$ cat src/rtl/hf_mode_sequencer_pkg.sv
// rtl/hf_mode_sequencer_pkg.sv - shared types and constants for the HF mode sequencer
`ifndef FPGA_CMD_SET_CONFREG
`define FPGA_CMD_SET_CONFREG 4'd1
`endif
`ifndef FPGA_CMD_TRACE_ENABLE
`define FPGA_CMD_TRACE_ENABLE 4'd2
`endif

package hf_mode_sequencer_pkg;

    localparam int FRAME_W = 16;
    localparam int CONF_W  = 9;

    localparam logic [3:0] CMD_SET_CONFREG   = `FPGA_CMD_SET_CONFREG;
    localparam logic [3:0] CMD_TRACE_ENABLE  = `FPGA_CMD_TRACE_ENABLE;

    localparam logic [2:0]        MAJOR_OFF  = 3'b111;
    localparam logic [CONF_W-1:0] CONF_RESET = {MAJOR_OFF, 2'b00, 4'b0000};

    typedef enum logic [1:0] {
        ST_IDLE   = 2'd0,
        ST_BLANK  = 2'd1,
        ST_COMMIT = 2'd2,
        ST_SETTLE = 2'd3
    } seq_state_t;

    // A major change is anything that alters the top three bits of the config.
    function automatic logic is_major_change(input logic [CONF_W-1:0] cur,
                                             input logic [CONF_W-1:0] nxt);
        return cur[8:6] != nxt[8:6];
    endfunction

endpackage

$ cat src/rtl/hf_mode_sequencer_if.sv
// rtl/hf_mode_sequencer_if.sv - command frame handshake between SPI receiver and sequencer
interface hf_mode_sequencer_if;
    import hf_mode_sequencer_pkg::*;

    logic               cmd_valid;
    logic [FRAME_W-1:0] cmd_frame;
    logic               cmd_ready;

    modport master (output cmd_valid, output cmd_frame, input  cmd_ready);
    modport slave  (input  cmd_valid, input  cmd_frame, output cmd_ready);

endinterface

$ cat src/rtl/hf_mode_sequencer_timer.sv
// rtl/hf_mode_sequencer_timer.sv - loadable down-counter with done flag for phase timing
module hf_phase_timer #(
    parameter int CNT_W = 8
) (
    input  logic             clk,
    input  logic             nrst,
    input  logic             i_load,
    input  logic [CNT_W-1:0] i_load_val,
    output logic             o_done
);

    logic [CNT_W-1:0] r_cnt;

    // Load on phase entry, then count down and park at zero so it never wraps.
    always_ff @(posedge clk) begin
        if (!nrst) begin
            r_cnt <= '0;
        end else if (i_load) begin
            r_cnt <= i_load_val;
        end else if (r_cnt != '0) begin
            r_cnt <= r_cnt - 1'b1;
        end
    end

    assign o_done = (r_cnt == '0);

endmodule

$ cat src/rtl/hf_mode_sequencer.sv
// rtl/hf_mode_sequencer.sv - glitch-free major-mode sequencing of the HF config word
module hf_mode_sequencer
    import hf_mode_sequencer_pkg::*;
#(
    parameter int GUARD_CYCLES  = 16,
    parameter int SETTLE_CYCLES = 64,
    parameter int CNT_W         = 8
) (
    input  logic               ck_1356meg,
    input  logic               nrst,
    hf_mode_sequencer_if.slave cmd_if,
    output logic [CONF_W-1:0]  conf_word,
    output logic               trace_enable,
    output logic               drv_blank,
    output logic               ssp_mute,
    output logic               busy,
    output logic               cmd_drop
);

    localparam logic [CNT_W-1:0] GUARD_LOAD  = CNT_W'(GUARD_CYCLES - 1);
    localparam logic [CNT_W-1:0] SETTLE_LOAD = (SETTLE_CYCLES == 0) ? '0 : CNT_W'(SETTLE_CYCLES - 1);

    seq_state_t        r_state;
    logic [CONF_W-1:0] r_conf;
    logic [CONF_W-1:0] r_pend;
    logic              r_trace;
    logic              r_drop;
    logic              r_blank;
    logic              r_mute;
    logic              r_busy;
    logic              r_ready;

    seq_state_t        w_state_nxt;
    logic [CONF_W-1:0] w_conf_nxt;
    logic [CONF_W-1:0] w_pend_nxt;
    logic              w_trace_nxt;
    logic              w_drop_nxt;
    logic              w_tmr_load;
    logic [CNT_W-1:0]  w_tmr_val;
    logic              w_tmr_done;
    logic              w_accept;
    logic [3:0]        w_cmd;
    logic [11:0]       w_data;
    logic [2:0]        w_unused_data;

    assign w_accept      = cmd_if.cmd_valid & r_ready;
    assign w_cmd         = cmd_if.cmd_frame[15:12];
    assign w_data        = cmd_if.cmd_frame[11:0];
    assign w_unused_data = w_data[11:9];

    hf_phase_timer #(
        .CNT_W (CNT_W)
    ) u_timer (
        .clk        (ck_1356meg),
        .nrst       (nrst),
        .i_load     (w_tmr_load),
        .i_load_val (w_tmr_val),
        .o_done     (w_tmr_done)
    );

    // Register state, config and every output so the mux gates never see decode glitches.
    always_ff @(posedge ck_1356meg) begin
        if (!nrst) begin
            r_state <= ST_IDLE;
            r_conf  <= CONF_RESET;
            r_pend  <= CONF_RESET;
            r_trace <= 1'b0;
            r_drop  <= 1'b0;
            r_blank <= 1'b0;
            r_mute  <= 1'b0;
            r_busy  <= 1'b0;
            r_ready <= 1'b0;
        end else begin
            r_state <= w_state_nxt;
            r_conf  <= w_conf_nxt;
            r_pend  <= w_pend_nxt;
            r_trace <= w_trace_nxt;
            r_drop  <= w_drop_nxt;
            r_blank <= (w_state_nxt == ST_BLANK) || (w_state_nxt == ST_COMMIT);
            r_mute  <= (w_state_nxt != ST_IDLE);
            r_busy  <= (w_state_nxt != ST_IDLE);
            r_ready <= (w_state_nxt == ST_IDLE);
        end
    end

    // Next-state logic: decode accepted frames in IDLE and walk blank -> commit -> settle.
    always_comb begin
        w_state_nxt = r_state;
        w_conf_nxt  = r_conf;
        w_pend_nxt  = r_pend;
        w_trace_nxt = r_trace;
        w_drop_nxt  = 1'b0;
        w_tmr_load  = 1'b0;
        w_tmr_val   = '0;
        unique case (r_state)
            ST_IDLE: begin
                if (w_accept) begin
                    if (w_cmd == CMD_TRACE_ENABLE) begin
                        w_trace_nxt = w_data[0];
                    end else if (w_cmd == CMD_SET_CONFREG) begin
                        if (!is_major_change(r_conf, w_data[8:0])) begin
                            w_conf_nxt = w_data[8:0];
                        end else begin
                            w_pend_nxt  = w_data[8:0];
                            w_state_nxt = ST_BLANK;
                            w_tmr_load  = 1'b1;
                            w_tmr_val   = GUARD_LOAD;
                        end
                    end else begin
                        w_drop_nxt = 1'b1;
                    end
                end
            end
            ST_BLANK: begin
                if (w_tmr_done) begin
                    w_state_nxt = ST_COMMIT;
                end
            end
            ST_COMMIT: begin
                w_conf_nxt = r_pend;
                // Switching off needs no settle: nothing is driving the SSP afterwards.
                if ((r_pend[8:6] == MAJOR_OFF) || (SETTLE_CYCLES == 0)) begin
                    w_state_nxt = ST_IDLE;
                end else begin
                    w_state_nxt = ST_SETTLE;
                    w_tmr_load  = 1'b1;
                    w_tmr_val   = SETTLE_LOAD;
                end
            end
            ST_SETTLE: begin
                if (w_tmr_done) begin
                    w_state_nxt = ST_IDLE;
                end
            end
            default: begin
                w_state_nxt = ST_IDLE;
            end
        endcase
    end

    assign cmd_if.cmd_ready = r_ready;
    assign conf_word        = r_conf;
    assign trace_enable     = r_trace;
    assign drv_blank        = r_blank;
    assign ssp_mute         = r_mute;
    assign busy             = r_busy;
    assign cmd_drop         = r_drop;

endmodule
$ cat src/flat_wrapper.sv
// flat-port wrapper written by rule: the top's interface ports become plain ports
module hf_mode_sequencer_flat import hf_mode_sequencer_pkg::*;
#(
    parameter int GUARD_CYCLES  = 16,
    parameter int SETTLE_CYCLES = 64,
    parameter int CNT_W         = 8
)
  (ck_1356meg, nrst, conf_word, trace_enable, drv_blank, ssp_mute, busy, cmd_drop, cmd_if_cmd_valid, cmd_if_cmd_frame, cmd_if_cmd_ready);
  hf_mode_sequencer_if cmd_if_i ();
  input  logic ck_1356meg;
  input  logic nrst;
  output logic [CONF_W-1:0] conf_word;
  output logic trace_enable;
  output logic drv_blank;
  output logic ssp_mute;
  output logic busy;
  output logic cmd_drop;
  input wire logic [$bits(cmd_if_i.cmd_valid)-1:0] cmd_if_cmd_valid;
  input wire logic [$bits(cmd_if_i.cmd_frame)-1:0] cmd_if_cmd_frame;
  output wire logic [$bits(cmd_if_i.cmd_ready)-1:0] cmd_if_cmd_ready;
  assign cmd_if_i.cmd_valid = cmd_if_cmd_valid;
  assign cmd_if_i.cmd_frame = cmd_if_cmd_frame;
  assign cmd_if_cmd_ready = cmd_if_i.cmd_ready;
  hf_mode_sequencer #(.GUARD_CYCLES(GUARD_CYCLES), .SETTLE_CYCLES(SETTLE_CYCLES), .CNT_W(CNT_W)) u_core (.ck_1356meg(ck_1356meg), .nrst(nrst), .cmd_if(cmd_if_i), .conf_word(conf_word), .trace_enable(trace_enable), .drv_blank(drv_blank), .ssp_mute(ssp_mute), .busy(busy), .cmd_drop(cmd_drop));
endmodule
$ cat config.mk
export PLATFORM = sky130hd
export DESIGN_NAME = hf_mode_sequencer_flat
export DESIGN_NICKNAME = d
export VERILOG_FILES = /design/src/rtl/hf_mode_sequencer_pkg.sv /design/src/rtl/hf_mode_sequencer_if.sv /design/src/rtl/hf_mode_sequencer_timer.sv /design/src/rtl/hf_mode_sequencer.sv /design/src/flat_wrapper.sv
export SDC_FILE = /design/constraint.sdc
export NUM_CORES = 1
export LEC_CHECK = 0
export CORE_MARGIN = 10
export CORE_UTILIZATION = 53
export CTS_BUF_LIST = sky130_fd_sc_hd__clkbuf_4
export DETAILED_ROUTE_END_ITERATION = 10
export GPL_TIMING_DRIVEN = 0
export PLACE_DENSITY_LB_ADDON = 0.08
export SLEW_MARGIN = 20
export SYNTH_ARGS = -nofsm -noshare
export SYNTH_HDL_FRONTEND = slang
export SYNTH_HIERARCHICAL = 1
export SYNTH_SLANG_ARGS = --single-unit
$ cat constraint.sdc
create_clock -name ck_1356meg -period 4.9 [get_ports ck_1356meg]
set_clock_uncertainty 0.05 [all_clocks]
set_input_delay 1.47 -clock ck_1356meg [delete_from_list [all_inputs] [get_ports ck_1356meg]]
set_output_delay 1.47 -clock ck_1356meg [all_outputs]
set_load 0.05 [all_outputs]
==> run metrics <==
status=finished, final reports clean; share of the synthesized area in the top cell type=0.424; Post-DP HPWL=2710 um; setup_tns=0 ns; H-tree depth=2; RSZ-0062 raised after global routing=false; Synth Flop Type=dfxtp_1; min Tclk post-route=3.59 ns; Mapped Cells=169; R2R setup slack=2.55 ns; DIE WIDTH=74.2 um; vias per cell=5.57; sequential fraction of design power=0.468; Avg Cell Area, Syn=9.22 um2; CP max FO=13; Lkg Pwr=0.747 nW; Max Cap Violations=0; sequential share of the synthesized area=0.424; cts bufs inserted=5; placed cells=231; Pre-Repair DR Iteration Count=4; n_diodes=0; Final Setup Violations=0; Slew headroom=0.655; port buffer count=30; CP Capture Type=flip-flop; Comb pwr share=0.325; first-pass GRT wire length=6000 um; Final GP Congestion=0.822; fin nets=229; WP data arrival=3.79 ns; Switching Power=0.000231 W; worst setup path endpoint=u_core/u_timer/r_cnt[4]$_SDFFE_PN0P_; clk_lat worst skew=0.34 ns; CTS root buffer=clkbuf_4; top achievable clock speed=278 MHz; Resized Gates After CTS=0; Routed WL=3650 um; synthesis-stage register bit count=33; largest area contributor in the netlist=dfxtp_1; switching part of the total power=0.328; synthesized area=1560 um2; P_int=0.000474 W; Setup Fix Bufs, Post-CTS=0; routed length per instance=15.3 um; largest net degree at the start of global routing=14; core area=2780 um2; Worst IR Drop VDD=0.000414 V; Area Growth Syn to Fin=25.1%; final cycle utilization of the critical path=0.733; CP Data Required Time=5.10 ns; vias in the first global route=1354; Vias=1325; final max-slew violation count=0; Async SR Flop Fraction=0; worst hold margin=0.432 ns; critical path type=primary input to flip-flop; worst reg2reg path depth=7; Antenna Violating Nets Remaining=0; CTS tree=yes; Final Hold Vio Count=0; GR Overflow Total=0; Final Non-Filler Cells=238; Initial DRC Count=107; Synth cell types=40; # DRC=0; Pwr Density=361 nW/um2; # clock sinks=33; Row Count=19; Clock power frac=0.207; clk slew on worst S/H paths=0.09 ns; Post-synth EDFFs=0; Max clock buf depth=2; YS warnings=6; Die H=74.2 um; synth top area cells=dfxtp_1, mux2i_1, nand2_1; share of cells above drive strength 1=0.0725; reg-to-reg critical path startpoint=u_core/conf_word[6]$_SDFFE_PN1P_; Initial Utilization=0.560; Ports=34; CP startpoint=cmd_if_cmd_frame[8]; Tot GR Track Use=0.138; worst min path class=flip-flop to flip-flop; die area=5510 um2; RR Endpoint=u_core/u_timer/r_cnt[4]$_SDFFE_PN0P_; CTS Hold Bufs=0; Setup crit start kind=primary input; initial antenna violation count=0; worst slew pin tran=0.516 ns
-- Yosys cell counts, types with 2 or more instances --
cell type  instances
dfxtp_1           33
nand2_1           17
mux2i_1           10
nand3_1           10
nor2b_1           10
o21ai_0           10
nor2_1             9
a211oi_1           6
nor4_1             6
clkbuf_1           5
o31ai_1            4
xnor2_1            4
xor2_1             4
a31oi_1            3
ha_1               3
inv_1              3
and2_1             2
buf_2              2
buf_6              2
nand2b_1           2
nand4b_1           2
nor3_1             2
nor4b_1            2
o21a_1             2
-- through the flow --
stage               cell area [um2]   util  total power (W)  worst slack [ns]
global route                   1950  0.701         0.000749              1.03
CTS                            1950  0.701         0.000711              1.31
global placement               1900  0.683         0.000555              1.02
detailed placement             1900  0.683         0.000565             0.958
finish                         1950  0.701         0.000704              1.31
floorplan                      1560      -         0.000512              1.70
-- final cells by class --
class,count,area [um2]
clock buffers,6,45.0
well taps,31,38.8
inverters,3,11.3
clock inverters,1,3.75
fillers,218,832
multi-input cells,124,831
repair buffers,30,300
flip-flops and latches,33,661
plain buffers,10,58.8
-- power groups by stage --
stage                     clock network [W]  logic (W)  registers, W
after floorplan                           0   0.000174      0.000338
after global placement                    0   0.000221      0.000335
after detailed placement                  0   0.000229      0.000336
after CTS                          0.000150   0.000231      0.000329
after global routing               0.000162   0.000253      0.000334
final                              0.000146   0.000229      0.000329
-- worst min-delay path by stage --
stage / endpoint / from / depth (start not counted)
2_1_floorplan: u_core/u_timer/r_cnt[6]$_SDFFE_PN0P_ / u_core/u_timer/r_cnt[6]$_SDFFE_PN0P_ / 2
3_3_place_gp: u_core/trace_enable$_SDFFE_PN0P_ / u_core/trace_enable$_SDFFE_PN0P_ / 2
3_5_place_dp: u_core/trace_enable$_SDFFE_PN0P_ / u_core/trace_enable$_SDFFE_PN0P_ / 2
4_1_cts: u_core/trace_enable$_SDFFE_PN0P_ / u_core/trace_enable$_SDFFE_PN0P_ / 2
5_1_grt: u_core/trace_enable$_SDFFE_PN0P_ / u_core/trace_enable$_SDFFE_PN0P_ / 2
6_report: u_core/trace_enable$_SDFFE_PN0P_ / u_core/trace_enable$_SDFFE_PN0P_ / 2
-- routing by layer --
layer	GRT usage	up-vias	share of wire
li1	-	675	-
met1	0.149	614	0.42
met2	0.232	30	0.51
met3	0.0598	6	0.056
met4	0.0589	0	0.013
met5	0	-	0
-- layout by cell type (no fill, tap or decap), types with 4 or more instances in the layout --
cell              n
xor2_1            4
nand2_1          17
clkbuf_1          5
dfxtp_1          33
clkdlybuf4s50_1  30
nor2_1            9
a211oi_1          6
xnor2_1           4
nand3_1          10
mux2i_1          10
nor2b_1          10
clkbuf_4          6
o21ai_0          10
nor4_1            6
o31ai_1           4
-- registers in the layout, indices dropped and copies added, names as in the netlist --
signal and cells:
u_core/cmd_drop 1, u_core/r_state 2, u_core/r_pend 9, u_core/u_timer/r_cnt 8, u_core/trace_enable 1, u_core/cmd_if.cmd_ready 1, u_core/drv_blank 1, u_core/conf_word 9
u_core/busy 1
-- logic make-up after synthesis --
kind of cell             Yosys count  share of synthesized area
XOR/XNOR                           8                     0.0450
multiplexers                      10                     0.0643
flip-flops                        33                      0.424
other                              1                    0.00241
AO/OA/AOI/OAI                     31                      0.137
buffers and inverters             13                     0.0450
adder cells (fa/ha/maj)            3                     0.0241
AND/OR/NAND/NOR                   70                      0.259
-- worst max-delay path: stages --
cell,delay [ns]
clkdlybuf4s50_1,0.46
xor2_1,0.17
o311ai_0,0.29
buf_2,0.36
nand2b_1,0.33
inv_1,0.31
nand2_1,0.16
o31ai_1,0.24
No activity file was read; power rests on OpenSTA's default activity.
